==> src/rtl/gbsha_ser_pkg.sv <==
// ---------------------------------------------------------------------------
// gbsha_ser_pkg
// Shared types and helpers for the sample serializer slice.
//   ser_state_e : frame FSM states
//   beats()     : number of lane beats needed for one sample (ceiling division)
//   cnt_width() : width of the shared beat/gap down-counter
// ---------------------------------------------------------------------------
package gbsha_ser_pkg;

    typedef enum logic [1:0] {
        IDLE = 2'd0,
        DATA = 2'd1,
        PAR  = 2'd2,
        GAP  = 2'd3
    } ser_state_e;

    function automatic int beats(input int bw_sample, input int bw_lane);
        return (bw_sample + bw_lane - 1) / bw_lane;
    endfunction

    // The counter must hold the larger of BEATS and GAP_CYCLES; never narrower than 1 bit.
    function automatic int cnt_width(input int n_beats, input int gap_cycles);
        int m;
        m = (n_beats > gap_cycles) ? n_beats : gap_cycles;
        return (m < 1) ? 1 : $clog2(m + 1);
    endfunction

endpackage

==> src/rtl/gbsha_beat_counter.sv <==
// ---------------------------------------------------------------------------
// gbsha_beat_counter
// Loadable down-counter with terminal-count flag, shared by the DATA and GAP
// phases of the serializer.
//   clk        in   clock
//   reset      in   asynchronous, active-high; clears the count
//   load_i     in   load load_val_i (has priority over decrement)
//   load_val_i in   W  value to load
//   dec_i      in   decrement by one (saturates at zero)
//   tc_o       out  count is zero
// ---------------------------------------------------------------------------
module gbsha_beat_counter #(
    parameter int W = 4
) (
    input  logic         clk,
    input  logic         reset,
    input  logic         load_i,
    input  logic [W-1:0] load_val_i,
    input  logic         dec_i,
    output logic         tc_o
);

    logic [W-1:0] cnt_q, cnt_d;

    always_comb begin
        cnt_d = cnt_q;
        if (load_i) begin
            cnt_d = load_val_i;
        end else if (dec_i && (cnt_q != '0)) begin
            cnt_d = cnt_q - W'(1);
        end
    end

    always_ff @(posedge clk or posedge reset) begin
        if (reset) begin
            cnt_q <= '0;
        end else begin
            cnt_q <= cnt_d;
        end
    end

    assign tc_o = (cnt_q == '0);

endmodule

==> src/rtl/gbsha_sample_serializer.sv <==
// ---------------------------------------------------------------------------
// gbsha_sample_serializer
// Accepts one BW_SAMPLE-wide sample per valid/ready handshake and sends it
// LSB-first on a BW_LANE-wide registered pin lane, with a frame strobe on the
// first beat, followed by GAP_CYCLES idle beats (lane held 0).
//
// Build option: define SER_PARITY_EN to append one even-parity beat
// (lane_out[0] = XOR of the sample, upper lane bits 0) after the data beats.
//
// Ports
//   clk       in   single clock, posedge
//   reset     in   asynchronous, active-high
//   s_data    in   BW_SAMPLE  sample, taken when s_valid && s_ready
//   s_valid   in   source has a sample
//   s_ready   out  high only in IDLE and not in reset
//   lane_out  out  BW_LANE    registered serial lane
//   frame     out  registered, high on beat 0 only
//   busy      out  state != IDLE
//
// state | meaning
// IDLE  | waiting for a sample, lane 0, s_ready high
// DATA  | lane shows data beats 0..BEATS-1
// PAR   | lane shows the even-parity beat (SER_PARITY_EN only)
// GAP   | lane held 0 for GAP_CYCLES beats
// ---------------------------------------------------------------------------
module gbsha_sample_serializer
    import gbsha_ser_pkg::*;
#(
    parameter int BW_SAMPLE  = 8,
    parameter int BW_LANE    = 1,
    parameter int GAP_CYCLES = 1
) (
    input  logic                 clk,
    input  logic                 reset,
    input  logic [BW_SAMPLE-1:0] s_data,
    input  logic                 s_valid,
    output logic                 s_ready,
    output logic [BW_LANE-1:0]   lane_out,
    output logic                 frame,
    output logic                 busy
);

    localparam int BEATS = beats(BW_SAMPLE, BW_LANE);
    localparam int PW    = BEATS * BW_LANE;
    localparam int CW    = cnt_width(BEATS, GAP_CYCLES);

    localparam logic [CW-1:0] LOAD_DATA = CW'(BEATS - 1);
    localparam logic [CW-1:0] LOAD_GAP  = CW'((GAP_CYCLES > 0) ? GAP_CYCLES - 1 : 0);

    ser_state_e         state_q, state_d;
    logic [PW-1:0]      shift_q, shift_d;
    logic [BW_LANE-1:0] lane_q, lane_d;
    logic               frame_q, frame_d;
    logic [PW-1:0]      pad_w;

    logic               cnt_load;
    logic [CW-1:0]      cnt_val;
    logic               cnt_dec;
    logic               cnt_tc;

`ifdef SER_PARITY_EN
    logic               parity_q;
`endif

    // Sample zero-padded at the MSB end so the last beat is always full width.
    always_comb begin
        pad_w                = '0;
        pad_w[BW_SAMPLE-1:0] = s_data;
    end

    gbsha_beat_counter #(
        .W (CW)
    ) u_beat_counter (
        .clk        (clk),
        .reset      (reset),
        .load_i     (cnt_load),
        .load_val_i (cnt_val),
        .dec_i      (cnt_dec),
        .tc_o       (cnt_tc)
    );

    // State register
    always_ff @(posedge clk or posedge reset) begin
        if (reset) begin
            state_q <= IDLE;
        end else begin
            state_q <= state_d;
        end
    end

    // Next-state logic
    always_comb begin
        state_d = state_q;
        case (state_q)
            IDLE: begin
                if (s_valid) state_d = DATA;
            end
            DATA: begin
                if (cnt_tc) begin
`ifdef SER_PARITY_EN
                    state_d = PAR;
`else
                    state_d = (GAP_CYCLES > 0) ? GAP : IDLE;
`endif
                end
            end
            PAR: begin
                state_d = (GAP_CYCLES > 0) ? GAP : IDLE;
            end
            GAP: begin
                if (cnt_tc) state_d = IDLE;
            end
            default: state_d = IDLE;
        endcase
    end

    // Output / datapath logic. lane and frame are computed one cycle ahead and
    // registered, so the value shown during a state is set on the edge entering it.
    always_comb begin
        shift_d  = shift_q;
        lane_d   = '0;
        frame_d  = 1'b0;
        cnt_load = 1'b0;
        cnt_val  = LOAD_DATA;
        cnt_dec  = 1'b0;
        case (state_q)
            IDLE: begin
                if (s_valid) begin
                    lane_d   = pad_w[BW_LANE-1:0];
                    shift_d  = pad_w >> BW_LANE;
                    frame_d  = 1'b1;
                    cnt_load = 1'b1;
                    cnt_val  = LOAD_DATA;
                end
            end
            DATA: begin
                if (cnt_tc) begin
`ifdef SER_PARITY_EN
                    lane_d[0] = parity_q;
`endif
                    cnt_load = 1'b1;
                    cnt_val  = LOAD_GAP;
                end else begin
                    lane_d  = shift_q[BW_LANE-1:0];
                    shift_d = shift_q >> BW_LANE;
                    cnt_dec = 1'b1;
                end
            end
            PAR: begin
                cnt_load = 1'b1;
                cnt_val  = LOAD_GAP;
            end
            GAP: begin
                cnt_dec = 1'b1;
            end
            default: ;
        endcase
    end

    always_ff @(posedge clk or posedge reset) begin
        if (reset) begin
            shift_q <= '0;
            lane_q  <= '0;
            frame_q <= 1'b0;
        end else begin
            shift_q <= shift_d;
            lane_q  <= lane_d;
            frame_q <= frame_d;
        end
    end

`ifdef SER_PARITY_EN
    // Parity is taken from the sample at capture; the shift register loses bits as it drains.
    always_ff @(posedge clk or posedge reset) begin
        if (reset) begin
            parity_q <= 1'b0;
        end else if ((state_q == IDLE) && s_valid) begin
            parity_q <= ^s_data;
        end
    end
`endif

    // reset gates s_ready directly: the state flop already reads IDLE while reset is high.
    assign s_ready  = (state_q == IDLE) && !reset;
    assign busy     = (state_q != IDLE);
    assign lane_out = lane_q;
    assign frame    = frame_q;

endmodule

==> config.mk <==
export PLATFORM = sky130hd
export DESIGN_NAME = gbsha_sample_serializer
export DESIGN_NICKNAME = d
export VERILOG_FILES = /design/src/rtl/gbsha_ser_pkg.sv /design/src/rtl/gbsha_beat_counter.sv /design/src/rtl/gbsha_sample_serializer.sv
export SDC_FILE = /design/constraint.sdc
export NUM_CORES = 1
export LEC_CHECK = 0
export ABC_AREA = 0
export BUFFER_PORTS_ARGS = -buffer_cell sky130_fd_sc_hd__buf_2
export CORE_MARGIN = 3
export CORE_UTILIZATION = 54
export CTS_CLUSTER_SIZE = 20
export DETAILED_ROUTE_END_ITERATION = 8
export PLACE_DENSITY = 0.77
export SYNTH_ARGS = -nofsm -noshare
export SYNTH_HDL_FRONTEND = slang
export SYNTH_HIERARCHICAL = 1
export SYNTH_SLANG_ARGS = --single-unit
==> constraint.sdc <==
create_clock -name clk -period 2.9 [get_ports clk]
set_input_delay 0.435 -clock clk [delete_from_list [all_inputs] [get_ports clk]]
set_output_delay 0.435 -clock clk [all_outputs]
set_load 0.02 [all_outputs]
==> metrics.md <==
| Metric | Value |
|---|---|
| IO Port Bufs | `14` |
| Tightest hold margin | `36.6 ps` |
| Final setup viols | `0` |
| CORE AREA | `0.00156 mm²` |
| Root Buffer | `clkbuf_4` |
| Crit-path max FO | `7` |
| Clk_skew | `2.57 ps` |
| H-Tree Depth | `1` |
| Synth cell types | `32` |
| I/O pin cnt | `15` |
| Routed met3 length | `65 µm` |
| Clock share of power | `10.2%` |
| ANT nets after route | `0` |
| Cell total after placement | `112` |
| DR DRC count | `0` |
| Critical Path Source Type | `flop` |
| Number of flops mapped to enable cells by yosys | `0` |
| First-pass GRT wire length | `2.72 mm` |
| Maximum vdd drop | `0.000632 V` |
| CTS Buf Count | `3` |
| Detail Route met2 WL | `663 µm` |
| Height of the die | `roughly 47 µm` |
| Most frequent cells after synthesis | `dfrtp_1 (15), mux2_2 (13), inv_1 (10)` |
| DRT Pass-1 Iters | `4` |
| Die width | `roughly 47 µm` |
| Deepest clock path buffer count | `2` |
| Initial DRC count | `9` |
| Clock Pin Slew Worst Setup and Hold Paths | `90 ps` |
| Ys Warns | `6` |
| Die footprint | `0.00224 mm²` |
| Top cell type's share of synthesized area | `between 40% and 50%` |
| Primary FF master, synth | `dfrtp_1` |
| Relative slew slack | `63.1%` |
| Setup TNS | `0 ps` |
| Via count | `636` |
| Critical Path RT | `3080 ps` |
| P_sw | `0.468 mW` |
| Most frequent cell after synthesis | `dfrtp_1` |
| Final min period | `2220 ps` |
| Top layer in use | `met4` |
| Switching Fraction | `38.8%` |
| Nets | `between 100 and 150` |
| Fillers | `123` |
| Internal power | `0.739 mW` |
| Non-filler cells, final | `116` |
| Post-synth ARST share | `100%` |
| Power Density | `1170 mW/mm²` |
| Remaining Overflow, GRT | `0` |
| Max Cap Viol | `0` |
| Post-CTS Resized | `0` |
| Top cells by area, synth | `dfrtp_1 (41%), mux2_2 (16%), ha_1 (9.5%)` |
| Metal-1 WL | `a little under 800 µm` |
| #FFs+latches synth | `15` |
| Rows | `14` |
| Storage cell area | `375 µm²` |
| Hold Crit Class | `input pin to async pin` |
| Worst Tran Pin Value | `554 ps` |
| ANT cells | `0` |
| Crit Path Class | `flop to flop` |
| Initial core utilization | `59.1%` |
| CTS tree | `done` |
| Cell area after synthesis | `922 µm²` |
| Synth area leader | `dfrtp_1` |
| Routed wire length | `1.55 mm` |
| Comb power frac | `58.5%` |
| Largest net degree at the start of global routing | `14` |
| Fin crit share | `around three quarters` |
| DR vias/cell | `5.48` |
| Cells after Synth | `83` |
| Area grow syn2layout | `12.2%` |
| Initial antenna violation count | `0` |
| Final slew viol count | `0` |
| Seq pwr share | `roughly 31%` |
| Clock latency on the worst-skew pair | `290 ps` |
| Leak Pwr | `between 0.5 and 0.6 nW` |
| WL/cell | `between 10 and 15 µm` |
| GR Util All Layers | `18.0%` |
| Hold_buf cts | `0` |
| GP Congestion | `0.781` |
| Sequential fraction of the synthesis area | `40.7%` |
| Fmax | `450 MHz` |
| Post-CTS setup repair buffer count | `0` |
| Vias in the first global route | `631` |
| Dpl hpwl | `1.20 mm` |
| Final Hold Fails | `0` |
| Avg Synthesized Cell Area | `11.1 µm²` |
| Share of cells above drive strength 1 | `37.0%` |
| CP endpoint kind | `flop` |
| Critical Path AT | `between 2000 and 2500 ps` |
| Total power | `1.21 mW` |
| Syn_nets | `101` |
| CTS Sinks | `15` |
| Outcome | `finished clean` |
| RSZ-0062 raised after global routing | `no` |
| Area of the multi-input gates | `498 µm²` |
critical path, stage by stage (launching register included):
cell and delay (ps):
dfrtp_1 400, inv_1 100, ha_1 210, or3b_4 430, inv_1 150, inv_1 100, a21o_1 260, nor4b_2 190
a221o_1 280
layout by cell type, fill, tap and decap left out, types with 2 or more instances in the layout:
cell / count
dfrtp_1: 15
buf_2: 14
mux2_2: 13
inv_1: 10
ha_1: 7
a21oi_1: 4
o21ai_0: 3
nor2_1: 3
clkbuf_4: 3
nand2_1: 3
o21ai_1: 2
flip-flops by register name (all words and copies together), names as in the netlist:
register	flops
shift_q	7
frame	1
lane_out	1
u_beat_counter/cnt_q	4
state_q	2
routing by layer:
layer / GRT usage [%] / up-vias
met4: 11.6 / 0
met1: 22.5 / 294
met5: 0 / -
met2: 28.1 / 13
met3: 3.45 / 4
li1: - / 325
logic make-up after synthesis:
logic type | after synthesis | synth area share (%)
other cells | 1 | 0.407
fa+ha+maj | 7 | 9.50
flops | 15 | 40.7
simple gates | 17 | 13.6
buf+inv | 12 | 5.29
compound gates | 17 | 13.6
mux | 14 | 17.0
per-stage QoR:
stage,util (%),cell area [µm²],setup slack [ps]
floorplan,-,922,819
global placement,64.7,1010,777
detailed placement,64.7,1010,702
CTS,66.4,1030,681
global route,66.4,1030,532
finish,66.4,1030,676
worst paths after layout:
path                                         start                 endpoint  slack, ps  depth (start not counted)
setup / recovery           u_beat_counter/cnt_q[0]  u_beat_counter/cnt_q[3]        680                          8
hold / removal                               reset  u_beat_counter/cnt_q[2]         40                          2
setup reg to reg           u_beat_counter/cnt_q[0]  u_beat_counter/cnt_q[3]        680                          8
hold reg to reg                         shift_q[5]               shift_q[5]        510                          1
max in group asynchronous                    reset               state_q[1]       2480                          2
min in group clk                         s_data[7]               shift_q[6]        410                          3
power groups by stage:
stage	combinational [mW]	sequential [mW]	clock, mW
floorplan	0.595	0.373	0
global placement	0.694	0.376	0
detailed placement	0.706	0.383	0
CTS	0.709	0.378	0.128
global route	0.796	0.393	0.141
finish	0.706	0.378	0.122
cell type report:
class,count,area share (%)
Clock buffer,4,2.54
Inverter,10,3.63
Multi-Input combinational cell,56,48.1
Sequential cell,15,36.3
Tap cell,16,1.93
Timing Repair Buffer,15,7.50
Note: power is estimated with default switching activity, not from simulation.
